`config.mk`:
```
export PLATFORM = sky130hd
export DESIGN_NAME = packet_uart_tx_flat
export DESIGN_NICKNAME = d
export VERILOG_FILES = /design/src/rtl/packet_uart_tx_pkg.sv /design/src/rtl/packet_uart_tx_if.sv /design/src/rtl/packet_uart_tx_byte.sv /design/src/rtl/packet_uart_tx.sv /design/src/flat_wrapper.sv
export SDC_FILE = /design/constraint.sdc
export NUM_CORES = 1
export LEC_CHECK = 0
export ABC_AREA = 1
export CAP_MARGIN = 30
export CORE_MARGIN = 2
export CORE_UTILIZATION = 25
export DETAILED_ROUTE_END_ITERATION = 12
export GPL_TIMING_DRIVEN = 0
export PLACE_DENSITY = 0.5
export SLEW_MARGIN = 20
export SYNTH_ARGS = -nofsm -noshare
export SYNTH_HDL_FRONTEND = slang
export SYNTH_SLANG_ARGS = --single-unit
export TNS_END_PERCENT = 30
```
`constraint.sdc`:
```
create_clock -name clk -period 2.3 [get_ports clk]
set_input_delay 0.69 -clock clk [delete_from_list [all_inputs] [get_ports clk]]
set_output_delay 0.69 -clock clk [all_outputs]
set_load 0.005 [all_outputs]
```
`src/rtl/packet_uart_tx_pkg.sv`:
```
// Shared types and constants for the game-state packet UART serializer.
package packet_uart_tx_pkg;

   localparam int unsigned PKT_BYTES = 22;
   localparam int unsigned PKT_WIDTH = 8 * PKT_BYTES;
   localparam int unsigned IDX_W     = $clog2(PKT_BYTES);

   localparam logic [15:0] SYNC_WORD = 16'h55AA;

   // Bit offsets of the packet fields
   localparam int unsigned PLAYER_X_OFS  = 16;
   localparam int unsigned PLAYER_Y_OFS  = 24;
   localparam int unsigned WAVE_BASE_OFS = 32;
   localparam int unsigned WAVE_STRIDE   = 48;

   // 8N1 framing
   localparam int unsigned NUM_START_BITS = 1;
   localparam int unsigned NUM_DATA_BITS  = 8;
   localparam int unsigned NUM_STOP_BITS  = 1;
   localparam int unsigned FRAME_BITS     = NUM_START_BITS + NUM_DATA_BITS + NUM_STOP_BITS;

   typedef logic [7:0] byte_t;

   // Packet layout, MSB field first; the sync word is byte 0/1 on the wire
   typedef struct packed {
      logic [2:0][47:0] wave;
      byte_t            player_y;
      byte_t            player_x;
      logic [15:0]      sync;
   } packet_t;

   // Byte-level UART line states
   typedef enum logic [1:0] {
      IDLE,
      START_BIT,
      DATA_BITS,
      STOP_BIT
   } tx_state_e;

   // Packet-level sequencing states
   typedef enum logic {
      PKT_IDLE,
      PKT_SEND
   } pkt_state_e;

   // Byte idx of a packet, byte 0 in the least-significant position
   function automatic byte_t pkt_byte(input packet_t p, input logic [IDX_W-1:0] idx);
      logic [PKT_WIDTH-1:0] v;
      v = p;
      return v[{idx, 3'b000} +: 8];
   endfunction

endpackage

```
`src/rtl/packet_uart_tx_if.sv`:
```
// Packet-side bus between packet assembly and the UART serializer.
interface packet_uart_tx_if;
   import packet_uart_tx_pkg::*;

   packet_t packet;
   logic    start;
   logic    busy;
   logic    done;
   logic    tx;

   modport master (output packet, output start, input busy, input done, input tx);
   modport slave  (input packet, input start, output busy, output done, output tx);

endinterface

```
`src/rtl/packet_uart_tx_byte.sv`:
```
// Single-byte 8N1 transmitter; ready rises in the last stop-bit cycle so a
// waiting byte starts its start bit with no idle gap.
module packet_uart_tx_byte
   import packet_uart_tx_pkg::*;
#(
   parameter int unsigned CLKS_PER_BIT = 868
) (
   input  logic  clk,
   input  logic  rst_n,
   input  logic  valid_i,
   input  byte_t data_i,
   output logic  ready_o,
   output logic  tx_o
);

   localparam int unsigned CNT_W    = (CLKS_PER_BIT > 1) ? $clog2(CLKS_PER_BIT) : 1;
   localparam logic [CNT_W-1:0] CNT_LAST = CNT_W'(CLKS_PER_BIT - 1);
   localparam logic [2:0]       BIT_LAST = 3'(NUM_DATA_BITS - 1);

   tx_state_e        state_q, state_d;
   logic [CNT_W-1:0] cnt_q, cnt_d;
   logic [2:0]       bit_q, bit_d;
   byte_t            shift_q, shift_d;
   logic             tx_q, tx_d;
   logic             ready_q, ready_d;

   // State, baud counter, bit index and registered line outputs
   always_ff @(posedge clk or negedge rst_n) begin
      if (!rst_n) begin
         state_q <= IDLE;
         cnt_q   <= '0;
         bit_q   <= '0;
         shift_q <= '0;
         tx_q    <= 1'b1;
         ready_q <= 1'b1;
      end else begin
         state_q <= state_d;
         cnt_q   <= cnt_d;
         bit_q   <= bit_d;
         shift_q <= shift_d;
         tx_q    <= tx_d;
         ready_q <= ready_d;
      end
   end

   // Next-state logic; line level and ready are derived from the next state
   always_comb begin
      state_d = state_q;
      cnt_d   = cnt_q;
      bit_d   = bit_q;
      shift_d = shift_q;
      tx_d    = 1'b1;
      ready_d = 1'b0;

      case (state_q)
         IDLE: begin
            if (valid_i) begin
               state_d = START_BIT;
               cnt_d   = '0;
               shift_d = data_i;
            end
         end
         START_BIT: begin
            if (cnt_q == CNT_LAST) begin
               state_d = DATA_BITS;
               cnt_d   = '0;
               bit_d   = '0;
            end else begin
               cnt_d = cnt_q + CNT_W'(1);
            end
         end
         DATA_BITS: begin
            if (cnt_q == CNT_LAST) begin
               cnt_d = '0;
               if (bit_q == BIT_LAST) begin
                  state_d = STOP_BIT;
               end else begin
                  bit_d = bit_q + 3'd1;
               end
            end else begin
               cnt_d = cnt_q + CNT_W'(1);
            end
         end
         STOP_BIT: begin
            if (cnt_q == CNT_LAST) begin
               cnt_d = '0;
               if (valid_i) begin
                  state_d = START_BIT;
                  shift_d = data_i;
               end else begin
                  state_d = IDLE;
               end
            end else begin
               cnt_d = cnt_q + CNT_W'(1);
            end
         end
         default: begin
            state_d = IDLE;
            cnt_d   = '0;
         end
      endcase

      if (state_d == START_BIT) begin
         tx_d = 1'b0;
      end else if (state_d == DATA_BITS) begin
         tx_d = shift_d[bit_d];
      end

      ready_d = (state_d == IDLE) || ((state_d == STOP_BIT) && (cnt_d == CNT_LAST));
   end

   assign ready_o = ready_q;
   assign tx_o    = tx_q;

endmodule

```
`src/rtl/packet_uart_tx.sv`:
```
// Snapshots a game-state packet on start and streams its bytes, LSB byte
// first, back-to-back through the byte transmitter.
module packet_uart_tx
   import packet_uart_tx_pkg::*;
#(
   parameter int unsigned CLKS_PER_BIT = 868
) (
   input  logic         clk,
   input  logic         rst_n,
   packet_uart_tx_if.slave bus
);

   localparam logic [IDX_W-1:0] IDX_LAST = IDX_W'(PKT_BYTES - 1);

   pkt_state_e       state_q, state_d;
   logic [IDX_W-1:0] idx_q, idx_d;
   packet_t          shadow_q, shadow_d;
   logic             busy_q, busy_d;
   logic             done_q, done_d;

   logic             byte_valid_c;
   byte_t            byte_data_c;
   logic             byte_ready;
   logic             byte_tx;

   // Packet sequencing registers and registered status outputs
   always_ff @(posedge clk or negedge rst_n) begin
      if (!rst_n) begin
         state_q  <= PKT_IDLE;
         idx_q    <= '0;
         shadow_q <= '0;
         busy_q   <= 1'b0;
         done_q   <= 1'b0;
      end else begin
         state_q  <= state_d;
         idx_q    <= idx_d;
         shadow_q <= shadow_d;
         busy_q   <= busy_d;
         done_q   <= done_d;
      end
   end

   // Accept a packet, then hand over the next byte each time the line frees up
   always_comb begin
      state_d      = state_q;
      idx_d        = idx_q;
      shadow_d     = shadow_q;
      busy_d       = busy_q;
      done_d       = 1'b0;
      byte_valid_c = 1'b0;
      byte_data_c  = '0;

      case (state_q)
         PKT_IDLE: begin
            busy_d = 1'b0;
            if (bus.start && byte_ready) begin
               // Byte 0 comes straight from the bus so the start bit is not delayed
               byte_valid_c = 1'b1;
               byte_data_c  = pkt_byte(bus.packet, '0);
               shadow_d     = bus.packet;
               idx_d        = '0;
               busy_d       = 1'b1;
               state_d      = PKT_SEND;
            end
         end
         PKT_SEND: begin
            if (byte_ready) begin
               if (idx_q == IDX_LAST) begin
                  state_d = PKT_IDLE;
                  busy_d  = 1'b0;
                  done_d  = 1'b1;
               end else begin
                  idx_d        = idx_q + IDX_W'(1);
                  byte_valid_c = 1'b1;
                  byte_data_c  = pkt_byte(shadow_q, idx_d);
               end
            end
         end
         default: begin
            state_d = PKT_IDLE;
            busy_d  = 1'b0;
         end
      endcase
   end

   packet_uart_tx_byte #(
      .CLKS_PER_BIT (CLKS_PER_BIT)
   ) u_byte (
      .clk     (clk),
      .rst_n   (rst_n),
      .valid_i (byte_valid_c),
      .data_i  (byte_data_c),
      .ready_o (byte_ready),
      .tx_o    (byte_tx)
   );

   assign bus.busy = busy_q;
   assign bus.done = done_q;
   assign bus.tx   = byte_tx;

endmodule
```
`src/flat_wrapper.sv`:
```
// flat-port wrapper written by rule: the top's interface ports become plain ports
module packet_uart_tx_flat import packet_uart_tx_pkg::*;
#(
   parameter int unsigned CLKS_PER_BIT = 868
)
  (clk, rst_n, bus_packet, bus_start, bus_busy, bus_done, bus_tx);
  packet_uart_tx_if bus_i ();
  input  logic clk;
  input  logic rst_n;
  input wire logic [$bits(bus_i.packet)-1:0] bus_packet;
  input wire logic [$bits(bus_i.start)-1:0] bus_start;
  output wire logic [$bits(bus_i.busy)-1:0] bus_busy;
  output wire logic [$bits(bus_i.done)-1:0] bus_done;
  output wire logic [$bits(bus_i.tx)-1:0] bus_tx;
  assign bus_i.packet = bus_packet;
  assign bus_i.start = bus_start;
  assign bus_busy = bus_i.busy;
  assign bus_done = bus_i.done;
  assign bus_tx = bus_i.tx;
  packet_uart_tx #(.CLKS_PER_BIT(CLKS_PER_BIT)) u_core (.clk(clk), .rst_n(rst_n), .bus(bus_i));
endmodule
```
* Word-level counts from Yosys, hierarchy flattened
Index checks and enable logic that the tools add are counted.
** Cells by class
- Add/subtract/negate cells :: 3
- $lt $le $gt $ge :: 1
- Eq/ne operators :: 14
- Shift-type cells :: 1
- Muxes and demuxes :: 41
- Bitwise logic cells :: 1
- Reduce and logical (&&, ||, !) cells :: 9
** Operators by type and width (count)
- 176-bit by 9-bit indexed part select with 8-bit output :: 1
- 8-bit two-way mux :: 5
- 8-bit one-hot mux with 2 select lines :: 2
- 10-bit equality test (second input constant) :: 2
- 10-bit two-way mux :: 2
- 10-bit one-hot mux with 2 select lines :: 1
- 5-bit two-way mux :: 3
- 1-bit two-way mux :: 13
- 10-bit by 1-bit adder with 10-bit output (second input constant) :: 1
- 2-bit two-way mux :: 5
- 5-bit one-hot mux with 2 select lines :: 1
- 3-bit two-way mux :: 3
- 2-bit equality test (second input constant) :: 4
- 2-bit one-hot mux with 4 select lines :: 1
- 2-bit != test (second input constant) :: 3
- 1-bit one-hot mux with 2 select lines :: 3
- 3-bit one-hot mux with 2 select lines :: 1
- 5-bit by 1-bit adder with 5-bit output (second input constant) :: 1
- 5-bit equality test (second input constant) :: 1
- 2-bit by 1-bit equality test with 1-bit output (second input constant) :: 2
- 2-bit zero test :: 2
- 3-bit by 4-bit < comparator with 1-bit output (second input constant) :: 1
- 2-bit AND reduction :: 2
- 3-bit by 1-bit adder with 3-bit output (second input constant) :: 1
- other kinds (8) :: 9
** Word-level totals
- Register bits :: 209
- Output and inout bits :: 3

* Depth between registers and ports, before layout
Gate-level depths: netlist of run 1.
- Depth in word-level cells :: 12
- Mapped depth :: 23

* By module
A second synthesis of run 1 with hierarchy kept.
** Second synthesis, totals
- Cells, all modules :: 1425
- Area total of the unflattened synthesis :: 10586.4 sq um
** By module, submodules not included
- packet_uart_tx :: times used 1, cells an instance 1195, area an instance 8956.1 sq um, sequential area each 4604.4 sq um
- packet_uart_tx_byte :: times used 1, cells an instance 230, area an instance 1630.3 sq um, sequential area each 628.1 sq um

* Worst setup path before layout of run 1
OpenSTA, ideal clock, no wires.
- Kind :: flip-flop to flip-flop
- Start :: reg u_core.idx_q[1]
- End :: reg u_core.u_byte.tx_q (netlist: u_core.u_byte.tx_o)
- Library setup time :: 58 ps
- Data arrival time :: 2121 ps
- Required time :: 2242 ps
- Slack :: 121 ps
- Cell stages (with the launch flop) :: 22
- Buffers on the path :: 2
- Period minus slack after synthesis :: 2179 ps
- Path through :: dfrtp_1 > inv_1 > ha_1 > buf_2 > inv_2 > clkbuf_1 > nor2_1 > o22ai_1 > nand2_1 > o21ai_0 > nand2_1 > nand2_1 > nand2_1 > nand2_1 > nand2_1 > nand3_1 > nand3_1 > nand2_1 > nand2_1 > nand3_1 > nand2_1 > inv_1
** On the way
- Cells in the longest elaborated chain, start to end :: 12
** Ends and longest elaborated chain
- start, declared :: RTL line packet_uart_tx.sv:16 : logic [IDX_W-1:0] idx_q, idx_d;
- start signal, assigned :: RTL line packet_uart_tx.sv:36 : idx_q <= idx_d;
- 5-bit by 1-bit adder with 5-bit output :: RTL line packet_uart_tx.sv:73 : idx_d = idx_q + IDX_W'(1);
- 176-bit by 9-bit indexed part select with 8-bit output :: RTL line packet_uart_tx_pkg.sv:50 : return v[{idx, 3'b000} +: 8];
- 8-bit two-way mux :: RTL line packet_uart_tx.sv:68 : if (idx_q == IDX_LAST) begin
- 8-bit two-way mux :: RTL line packet_uart_tx.sv:67 : if (byte_ready) begin
- 8-bit one-hot mux with 2 select lines :: RTL line packet_uart_tx.sv:53 : case (state_q)
- 8-bit two-way mux :: RTL line packet_uart_tx_byte.sv:57, packet_uart_tx_byte.sv:87
- 8-bit two-way mux :: RTL line packet_uart_tx_byte.sv:85 : if (cnt_q == CNT_LAST) begin
- 8-bit one-hot mux with 2 select lines :: RTL line packet_uart_tx_byte.sv:55 : case (state_q)
- 1-bit binary-select mux with 3-bit select :: RTL line packet_uart_tx_byte.sv:106 : tx_d = shift_d[bit_d];
- 1-bit two-way mux (implied by the code) :: RTL line packet_uart_tx_byte.sv:106
- 1-bit two-way mux :: RTL line packet_uart_tx_byte.sv:105 : end else if (state_d == DATA_BITS) begin
- 1-bit two-way mux * :: RTL line packet_uart_tx_byte.sv:103 : if (state_d == START_BIT) begin
- named net u_core.u_byte.tx_d :: RTL line packet_uart_tx_byte.sv:24 : logic tx_q, tx_d;
- end signal, assigned :: RTL line packet_uart_tx_byte.sv:41 : tx_q <= tx_d;
- end, declared :: RTL line packet_uart_tx_byte.sv:24
Mark *: on every way through the listed nets, which the timed path passes. The rest lies on a longest branch. The select of a mux whose other input is x is not followed.
A chain may end at the register's enable or synchronous reset.

* Worst setup path after layout of run 1
- Start :: reg u_core.idx_q[0]
- End :: reg u_core.u_byte.tx_q (netlist: u_core.u_byte.tx_o)
The elaborated chain is that of the path after synthesis.

==> metrics.yaml, run 1 <==
worst_setup_path:
  cp.arrival_ns: 2.96
  rr_worst_depth: 21
  cp-start-kind: "flop"
  crit_cells: 21
  path_cells: "ha_4, buf_12, clkinv_16, buf_12, nor2_1, o21ai_1, nand3_1, nand3_1, nand2_2, nand2_1, nand2_1, nand2_1, nand2_1, nand2_2, nand3_2, nand3_2, nand2_1, nand2_1, nand3_2, nand2_2, inv_2"
  crit_required_ns: 2.77
  cp_slowest_stage_delay_ns: 0.44
  cp-endpoint: "u_core.u_byte.tx_o"
  startpoint: "u_core.idx_q[0]"
  r2r_start: "u_core.idx_q[0]"
  r2r_slack_ns: -0.19
  cp_common_cell: "nand2_1"
  worstSetupEndpointType: "flop"
  cp_top_family: "simple AND/OR/NAND/NOR gates"
  critPathSlowestCell: "dfrtp_2"
  crit_fanout: 8
  path_buf_inv: 4
  crit_type: "flop to flop"
  r2r_end: "u_core.u_byte.tx_o"
floorplanning:
  std_cell_rows: 74
  fp.dieArea_sq_um: 43500
  io_pins: 182
  coreArea_sq_um: 41100
  start_util_pct: 25.4
  die_x_um: 209
  chipHeight_um: 209
global_route:
  use_met2_pct: 27.3
  grt_max_degree: 74
  use_met3_pct: 2.63
  busiest_layer: "met2"
  antenna_found_initial: 0
  grt_pass1_vias: 10300
  grt_pass1_wl_mm: 59.5
  grt_util_all_layers_pct: 17.7
  use_met1_pct: 25.6
  grt-ovfl-total: 0
sta:
  setup_viol: 4
  worstMarginPinSlew_ns: 0.681
  slew_headroom_pct: 54.6
  finalSetupTns_ns: -0.514
  final.min_clock_period_ns: 2.49
  max_clock_freq_ghz: 0.402
  rsz0062_at_grt: "yes"
  layout_setup_ws_ns: -0.187
  slew_viol_final: 0
  hold_violations: 0
  clock_skew_ns: 0.0345
  fin_crit_sh_pct: 108
synthesis:
  synth-seq-cells: 209
  synth_warnings: 0
  synth_top_area_share_pct: 49.5
  synthXorXnorAreaFrac_pct: 1.24
  syn-cell-area_sq_um: 10500
  synth_seq_area_share_pct: 50.0
  async_reset_ff_share_pct: 100
  synth_area_leaders: "dfrtp_1 50%, nand2_1 23%, o21ai_0 5.0%"
  yosys.area_share.simple_pct: 32.7
  synth_top_family_by_area: "simple AND/OR/NAND/NOR gates"
  synthAdderAreaFrac_pct: 0.957
  synth_edf_count: 0
  synth_nets: 1611
  yosysUniqueCellTypes: 40
  synth_compound_area_share_pct: 7.82
  syn_inst: 1424
  yosysTopAreaCell: "dfrtp_1"
  synth_ff_type: "dfrtp_1"
  synth_area_per_cell_sq_um: 7.35
  muxShareOfSynthArea_pct: 0.287
cells_and_area:
  drive_gt1_share_pct: 15.2
  area_growth_syn_to_layout_pct: 44.2
  layout.nets: 1863
  diodes: 0
placement:
  dp_hpwl_mm: 28.6
  io_buffers: 181
  dp_slack_ns: -0.976
  gp_congestion: 0.892
min_path:
  hold_class: "input pin to asynchronous set/reset pin"
cts:
  cts_max_level: 1
  postCtsHoldBufs: 0
  cts_tree: "built"
  cts_sinks: 209
  clkTransAtPathRegs_ns: 0.06
  clk_latency_ns: 0.55
  clk_path_buf_depth: 3
  root_buffer: "clkbuf_16"
  cts-buffers-inserted: 25
routing:
  ant_nets: 0
  viasPerCell: 4.55
  drc: 0
  first_pass_iters: 5
  via_count: 10100
  wire_per_inst_um: 17.5
  wl_mm: 38.9
  first_iter_violations: 822
pwr:
  ir_worst_vdd_mv: 0.477
  leakagePower_nw: 7.46
  power_mw: 8.28
  powerDensity_nw_per_um2: 549
flow_run:
  maxCapViolCount: 0
run_status:
  violations: "setup timing"
  status: "finished, violations left"
[kinds of logic after synthesis]
logic type | Yosys count
flops | 209
fa+ha+maj | 8
simple gates | 868
xor+xnor | 8
buf+inv | 177
compound gates | 151
mux | 3
[cells in the mapped netlist, types with 3 or more instances]
library cell,n
nand2_1,634
dfrtp_1,207
nor2_1,132
o21ai_0,105
inv_1,95
nand3_1,86
clkbuf_1,42
buf_2,20
o22ai_1,14
o21ai_1,10
a21oi_1,9
ha_1,8
inv_2,5
nand4_1,5
buf_4,4
clkinv_1,4
buf_1,3
buf_6,3
mux2i_1,3
nand2_2,3
nand3_2,3
o211ai_1,3
xor2_1,3
[routing by layer]
layer	wire (um)	part of all wire (%)	vias to the layer above
li1	-	-	4954
met1	18500	48	4785
met2	16900	43	328
met3	2310	5.9	62
met4	1170	3.0	0
met5	0	0	-
[what timing repair did]
| action | 4_1_cts | 5_1_grt |
|---|---|---|
| gates cloned | 5 | 3 |
| buffers inserted | 19 | 20 |
| pin swaps | 38 | 67 |
| setup endpoints to repair | 146 | 105 |
| resized for setup | 117 | 126 |
[layout make-up]
type | instances | area [sq um]
fill | 4338 | 26000
clock inverter | 10 | 154
timing repair buffer | 226 | 2350
buffer | 71 | 569
inverter | 105 | 437
multi-input combinational | 1038 | 4960
clock buffer | 35 | 713
sequential | 209 | 5240
tap | 532 | 666
[state kept, by name (all words and copies together), names as in the netlist]
register,flops
u_core.shadow_q,176
u_core.u_byte.cnt_q,10
u_core.u_byte.shift_q,8
u_core.idx_q,5
u_core.u_byte.bit_q,3
u_core.u_byte.state_q,2
u_core.bus.busy,1
u_core.bus.done,1
u_core.state_q,1
u_core.u_byte.ready_o,1
u_core.u_byte.tx_o,1
[through the flow]
step,area [sq um],hold WS [ns],util [%],cells
finish,15100,0.112,36.7,2226
global route,15100,0.145,36.7,2226
CTS,14500,0.123,35.3,2207
detailed placement,13000,0.455,31.6,2139
global placement,12900,0.450,31.5,2137
floorplan,10500,0.394,-,1424
[worst min-delay path by stage]
stage	start	to	slack, ns	depth (start not counted)
after detailed placement	u_core.shadow_q[117]	u_core.shadow_q[117]	0.46	2
after global routing	rst_n	u_core.shadow_q[71]	0.14	1
after global placement	u_core.shadow_q[20]	u_core.shadow_q[20]	0.45	2
final	rst_n	u_core.shadow_q[71]	0.11	1
after floorplan	rst_n	u_core.bus.busy	0.39	0
after CTS	rst_n	u_core.shadow_q[71]	0.12	1
[layout by cell type (no fill, tap or decap), types with 9 or more instances in the layout]
master | Yosys | layout
buf_2 | 20 | 9
buf_4 | 4 | 36
buf_6 | 3 | 13
clkbuf_1 | 42 | 29
clkbuf_16 | 0 | 34
clkbuf_2 | 0 | 11
clkdlybuf4s50_1 | 0 | 180
dfrtp_1 | 207 | 205
inv_1 | 95 | 89
inv_2 | 5 | 9
nand2_1 | 634 | 616
nand2_2 | 3 | 20
nand3_1 | 86 | 57
nand3_2 | 3 | 30
nor2_1 | 132 | 107
nor2_2 | 1 | 11
nor2_4 | 1 | 16
o21ai_0 | 105 | 82
o21ai_1 | 10 | 21
o21ai_2 | 1 | 13
o22ai_1 | 14 | 13
[power breakdown]
part | switching [mW] | internal (mW)
Sequential | 0 | 3.68
Clock | 1.66 | 2.52
Combinational | 0.146 | 0.274
Total | 1.81 | 6.47
(Power assumes the default switching activity.)
==> run 2, diff against run 1 <==
--- a/config.mk
+++ b/config.mk
@@ -9,6 +9,7 @@
 export CAP_MARGIN = 30
 export CORE_MARGIN = 2
 export CORE_UTILIZATION = 25
+export CTS_BUF_LIST = sky130_fd_sc_hd__clkbuf_16
 export DETAILED_ROUTE_END_ITERATION = 12
 export GPL_TIMING_DRIVEN = 0
 export PLACE_DENSITY = 0.5
==> metrics.yaml, run 2 (same netlist as run 1, synthesis figures left out) <==
cells_and_area:
  diodes: 0  # unchanged
  drive_gt1_share_pct: 14.9  # -0.38 points
  registers.top_by_ff_count: "u_core.shadow_q"
  n_fill_cell: 4333  # -0.12%
  mostFrequentLayoutCell: "nand2_1"
  final_util_pct: 36.5  # -0.18 points
  layout_common_cells: "618 x nand2_1, 205 x dfrtp_1, 180 x clkdlybuf4s50_1"
  top_regs: "u_core.shadow_q (176), u_core.u_byte.cnt_q (10), u_core.u_byte.shift_q (8)"
  largest_reg_flops: 176  # unchanged
  area_growth_syn_to_layout_pct: 43.5
  layout.nets: 1859  # -0.21%
sta:
  hold_violations: 0  # unchanged
  finalSetupTns_ns: -0.479  # +0.0356 ns
  worstMarginPinSlew_ns: 0.594  # -0.0869 ns
  clock_skew_ns: 0.0302  # -0.00431 ns
  final.min_clock_period_ns: 2.51  # +0.0222 ns
  rsz0062_at_grt: "yes"
  slew_headroom_pct: 60.4  # +5.8 points
  setup_viol: 4  # unchanged
  layout_setup_ws_ns: -0.210  # -0.0222 ns
  max_clock_freq_ghz: 0.398  # -0.89%
  slew_viol_final: 0  # unchanged
  fin_crit_sh_pct: 109  # +0.97 points
  hold_slack_ns: 0.110  # -0.00194 ns
floorplanning:
  die_x_um: 209  # unchanged
  chipHeight_um: 209  # unchanged
  start_util_pct: 25.4  # unchanged
  std_cell_rows: 74  # unchanged
  io_pins: 182  # unchanged
  coreArea_sq_um: 41100  # unchanged
  fp.dieArea_sq_um: 43500  # unchanged
cts:
  clk_path_buf_depth: 3  # unchanged
  cts-buffers-inserted: 25  # unchanged
  postCtsHoldBufs: 0  # unchanged
  cts_sinks: 209  # unchanged
  clk_latency_ns: 0.56  # about the same
  cts_max_level: 1  # unchanged
  cts_tree: "built"
  clkTransAtPathRegs_ns: 0.06  # about the same
  root_buffer: "clkbuf_16"
worst_setup_path:
  cp_top_family: "simple AND/OR/NAND/NOR gates"
  critPathSlowestCell: "dfrtp_2"
  cp_common_cell: "nand2_1"
  path_cells: "ha_4, buf_12, clkinv_16, buf_12, nor2_1, o21ai_1, nand3_1, nand3_1, nand2_2, nand2_1, nand2_1, nand2_1, nand2_1, nand2_2, nand3_2, nand3_2, nand2_1, nand2_1, nand3_2, nand2_2, inv_2"
  cp-start-kind: "flop"
  crit_required_ns: 2.78  # about the same
  cp.arrival_ns: 2.98  # +0.02 ns
  cp_slowest_stage_delay_ns: 0.44  # about the same
  worstSetupEndpointType: "flop"
  path_buf_inv: 4  # unchanged
  crit_type: "flop to flop"
  crit_fanout: 8  # unchanged
pwr:
  powerDensity_nw_per_um2: 538  # -1.9%
  leakagePower_nw: 7.43  # -0.42%
  ir_worst_vdd_mv: 0.461  # -3.4%
flow_run:
  maxCapViolCount: 0  # unchanged
routing:
  first_iter_violations: 711  # -14%
  via_count: 10100  # +0.079%
  first_pass_iters: 5  # unchanged
  drc: 0  # unchanged
  wire_per_inst_um: 17.5  # +0.30%
  wl_mm: 38.9  # +0.12%
  viasPerCell: 4.56  # +0.26%
  ant_nets: 0  # unchanged
global_route:
  grt_max_degree: 74  # unchanged
  use_met3_pct: 2.54  # -0.091 points
  grt_util_all_layers_pct: 17.8  # +0.066 points
  grt_pass1_wl_mm: 59.6  # +0.15%
  busiest_layer: "met2"
  grt_pass1_vias: 10300  # -0.47%
  grt-ovfl-total: 0  # unchanged
  antenna_found_initial: 0  # unchanged
  use_met2_pct: 27.2  # -0.081 points
  use_met1_pct: 25.8  # +0.23 points
run_status:
  violations: "setup timing"
  status: "finished, violations left"
min_path:
  hold_class: "input pin to asynchronous set/reset pin"
placement:
  dp_hpwl_mm: 28.6  # unchanged
  io_buffers: 181  # unchanged
  gp_congestion: 0.892  # unchanged
-- run 2: area by class of cell --
cell class / count / area, sq um / share of cell area (%)
clock buffer: 25 / 626 / 4.17
clock inverter: 20 / 191 / 1.28
sequential: 209 / 5240 / 34.9
buffer: 71 / 571 / 3.80
multi-input combinational: 1038 / 4970 / 33.1
tap: 532 / 666 / 4.43
inverter: 105 / 433 / 2.88
timing repair buffer: 222 / 2320 / 15.4
-- run 2: power by group --
| group | total (mW) | switching, mW | leakage [nW] | internal [mW] |
|---|---|---|---|---|
| sequential | 3.68 | 0 | 2.53 | 3.68 |
| clock | 3.98 | 1.65 | 0.416 | 2.33 |
| combinational | 0.420 | 0.146 | 4.48 | 0.274 |
-- run 2: worst register-to-register path: cells and delay by family (launching register included) --
kind	cells	cell delay, ns
compound gates	1	0.07
fa+ha+maj	1	0.30
buf+inv	4	0.45
flops	1	0.44
simple gates	15	1.20
-- run 2: routing by layer --
metal,vias to the layer above,wire [um],share of wire [%]
li1,4937,-,-
met5,-,0,0
met4,0,1110,2.8
met3,57,2310,5.9
met1,4794,18500,48
met2,349,17000,44
-- run 2: through the flow --
stage | std cells | worst slack (ns) | total power, mW | instance area, sq um
final | 2222 | -0.210 | 8.08 | 15000
after global routing | 2222 | -0.346 | 8.36 | 15000
after CTS | 2207 | -0.137 | 8.19 | 14500
after detailed placement | 2139 | -0.976 | 4.17 | 13000
after global placement | 2137 | -8.84 | 4.16 | 12900
after floorplan | 1424 | 0.121 | 3.75 | 10500
-- run 2: path summary, 6_finish.rpt --
| path | startpoint | slack, ns | end | cells past startpoint |
|---|---|---|---|---|
| max in group asynchronous | rst_n | 1.04 | u_core.idx_q[0] | 3 |
| hold / removal | rst_n | 0.11 | u_core.shadow_q[71] | 1 |
| hold reg to reg | u_core.shadow_q[160] | 0.47 | u_core.shadow_q[160] | 2 |
| setup / recovery | u_core.idx_q[0] | -0.21 | u_core.u_byte.tx_o | 21 |
| setup reg to reg | u_core.idx_q[0] | -0.21 | u_core.u_byte.tx_o | 21 |
| min in group clk | u_core.shadow_q[160] | 0.47 | u_core.shadow_q[160] | 2 |
-- run 2: timing repair --
| item | CTS | global route |
|---|---|---|
| pin swaps | 40 | 61 |
| gates cloned | 5 | 3 |
| setup endpoints to repair | 146 | 112 |
| setup buffers | 19 | 16 |
| gates resized for setup | 123 | 115 |
| endpoints found under the hold margin | 0 | 0 |
==> run 3, diff against run 2 <==
--- a/config.mk
+++ b/config.mk
@@ -6,12 +6,14 @@
 export NUM_CORES = 1
 export LEC_CHECK = 0
 export ABC_AREA = 1
+export ABC_CLOCK_PERIOD_IN_PS = 2300
 export CAP_MARGIN = 30
 export CORE_MARGIN = 2
 export CORE_UTILIZATION = 25
 export CTS_BUF_LIST = sky130_fd_sc_hd__clkbuf_16
 export DETAILED_ROUTE_END_ITERATION = 12
 export GPL_TIMING_DRIVEN = 0
+export HOLD_SLACK_MARGIN = 0.15
 export PLACE_DENSITY = 0.5
 export SLEW_MARGIN = 20
 export SYNTH_ARGS = -nofsm -noshare
==> metrics.yaml, run 3 (same netlist as run 1, synthesis figures left out) <==
global_route:
  grt_max_degree: 74  # unchanged
  grt_util_all_layers_pct: 17.8  # about the same
  grt-ovfl-total: 0  # unchanged
  antenna_found_initial: 0  # unchanged
  grt_pass1_vias: 10300  # +0.097%
  grt_pass1_wl_mm: 59.6  # about the same
floorplanning:
  coreArea_sq_um: 41100  # unchanged
  fp.dieArea_sq_um: 43500  # unchanged
  std_cell_rows: 74  # unchanged
  die_x_um: 209  # unchanged
  io_pins: 182  # unchanged
  start_util_pct: 25.4  # unchanged
  chipHeight_um: 209  # unchanged
sta:
  setup_viol: 4  # unchanged
  max_clock_freq_ghz: 0.397  # -0.46%
  hold_violations: 0  # unchanged
  clock_skew_ns: 0.0326  # +0.00244 ns
  final.min_clock_period_ns: 2.52  # +0.0115 ns
  rsz0062_at_grt: "yes"
  slew_viol_final: 0  # unchanged
  slew_headroom_pct: 60.4  # about the same
  fin_crit_sh_pct: 110  # +0.50 points
  worstMarginPinSlew_ns: 0.594  # -0.000490 ns
  layout_setup_ws_ns: -0.221  # -0.0115 ns
routing:
  wire_per_inst_um: 17.5  # about the same
  first_pass_iters: 5  # unchanged
  ant_nets: 0  # unchanged
  viasPerCell: 4.57  # +0.14%
  wl_mm: 38.9  # about the same
  drc: 0  # unchanged
  via_count: 10200  # +0.19%
  first_iter_violations: 768  # +8.0%
placement:
  io_buffers: 181  # unchanged
  gp_congestion: 0.892  # unchanged
  dp_slack_ns: -0.976  # unchanged
  dp_hpwl_mm: 28.6  # unchanged
worst_setup_path:
  crit_type: "flop to flop"
  crit_fanout: 8  # unchanged
  cp_top_family: "simple AND/OR/NAND/NOR gates"
  crit_required_ns: 2.77  # about the same
  cp_common_cell: "nand2_1"
  r2r_start: "u_core.idx_q[0]"
  cp_slowest_stage_delay_ns: 0.44  # about the same
  path_buf_inv: 4  # unchanged
  cp.arrival_ns: 3.00  # +0.02 ns
  worstSetupEndpointType: "flop"
  cp-start-kind: "flop"
  critPathSlowestCell: "dfrtp_2"
  path_cells: "ha_4, buf_12, clkinv_16, buf_12, nor2_1, o21ai_1, nand3_1, nand3_1, nand2_2, nand2_1, nand2_1, nand2_1, nand2_1, nand2_2, nand3_2, nand3_2, nand2_1, nand2_1, nand3_2, nand2_2, inv_2"
  startpoint: "u_core.idx_q[0]"
cts:
  clk_latency_ns: 0.56  # about the same
  cts_tree: "built"
  clk_path_buf_depth: 3  # unchanged
  root_buffer: "clkbuf_16"
  cts_sinks: 209  # unchanged
  cts_max_level: 1  # unchanged
  cts-buffers-inserted: 25  # unchanged
  clkTransAtPathRegs_ns: 0.06  # about the same
run_status:
  violations: "setup timing"
  status: "finished, violations left"
pwr:
  leakagePower_nw: 7.43  # about the same
  power_mw: 8.08  # about the same
  powerDensity_nw_per_um2: 538  # about the same
  ir_worst_vdd_mv: 0.462  # +0.33%
cells_and_area:
  mostFrequentLayoutCell: "nand2_1"
  registers.top_by_ff_count: "u_core.shadow_q"
  drive_gt1_share_pct: 14.8  # about the same
  n_fill_cell: 4332  # -0.023%
  largest_reg_flops: 176  # unchanged
  layout.nets: 1860  # +0.054%
  area_growth_syn_to_layout_pct: 43.6  # about the same
  layout_common_cells: "618 x nand2_1, 205 x dfrtp_1, 180 x clkdlybuf4s50_1"
  diodes: 0  # unchanged
  top_regs: "u_core.shadow_q (176), u_core.u_byte.cnt_q (10), u_core.u_byte.shift_q (8)"
flow_run:
  maxCapViolCount: 0  # unchanged
min_path:
  hold_class: "flop to flop"
  min-delay-start: "u_core.shadow_q[160]"
[run 3: cell types whose count changed in the layout (fill, tap and decap cells not counted)]
cell / change
dlygate4sd3_1: +1
[run 3: timing repair]
| action | in CTS | in global routing |
|---|---|---|
| gates resized for setup | 123 | 115 |
| endpoints found under the hold margin | 70 | 0 |
| gates cloned | 5 | 3 |
| endpoints found under the setup margin | 146 | 112 |
| setup buffers | 19 | 16 |
| hold buffers | 1 | 0 |
| pin swaps | 40 | 61 |
[run 3: final timing paths]
| path | cells past startpoint | to | slack, ns |
|---|---|---|---|
| setup / recovery | 21 | u_core.u_byte.tx_o | -0.22 |
| hold / removal | 2 | u_core.shadow_q[160] | 0.47 |
| setup reg to reg | 21 | u_core.u_byte.tx_o | -0.22 |
| hold reg to reg | 2 | u_core.shadow_q[160] | 0.47 |
| max in group asynchronous | 4 | u_core.idx_q[0] | 0.45 |
| min in group asynchronous | 2 | u_core.shadow_q[71] | 0.70 |
[run 3: through the flow]
step / hold WS (ns) / utilization [%] / cell area (sq um) / TNS (ns) / std cells
2_1_floorplan: 0.394 / - / 10500 / 0 / 1424
3_3_place_gp: 0.450 / 31.5 / 12900 / -1970.23 / 2137
3_5_place_dp: 0.455 / 31.6 / 13000 / -136.25 / 2139
4_1_cts: 0.471 / 35.3 / 14500 / -0.270 / 2208
5_1_grt: 0.482 / 36.5 / 15000 / -1.29 / 2223
6_report: 0.467 / 36.5 / 15000 / -0.480 / 2223
[run 3: metal layers]
| metal | vias to the layer above | wire length, um | part of all wire (%) | GRT usage (%) |
|---|---|---|---|---|
| met5 | - | 0 | 0 | 0 |
| met4 | 0 | 1160 | 3.0 | 5.52 |
| met3 | 60 | 2340 | 6.0 | 2.54 |
| met2 | 347 | 16900 | 44 | 27.2 |
| met1 | 4805 | 18400 | 47 | 25.8 |
| li1 | 4944 | - | - | - |
[run 3: worst register-to-register path, cell delays in order (launching register included)]
cell	delay (ns)
dfrtp_2	0.44
ha_4	0.30
buf_12	0.15
clkinv_16	0.09
buf_12	0.16
nor2_1	0.07
o21ai_1	0.07
nand3_1	0.12
nand3_1	0.10
nand2_2	0.11
nand2_1	0.06
nand2_1	0.08
nand2_1	0.06
nand2_1	0.10
nand2_2	0.07
nand3_2	0.07
nand3_2	0.07
nand2_1	0.08
nand2_1	0.07
nand3_2	0.08
nand2_2	0.06
inv_2	0.05
[run 3: report_power, final]
part | switching [mW] | internal (mW)
logic | 0.146 | 0.275
registers | 0 | 3.68
clock network | 1.65 | 2.33
total | 1.80 | 6.28
[run 3: cell type report]
| cell class | instances | area (sq um) | share of cell area (%) |
|---|---|---|---|
| Buffer | 71 | 571 | 3.80 |
| Clock buffer | 25 | 626 | 4.16 |
| Clock inverter | 20 | 191 | 1.27 |
| Inverter | 105 | 433 | 2.88 |
| Multi-Input combinational cell | 1038 | 4970 | 33.1 |
| Sequential cell | 209 | 5240 | 34.8 |
| Tap cell | 532 | 666 | 4.43 |
| Timing Repair Buffer | 223 | 2330 | 15.5 |
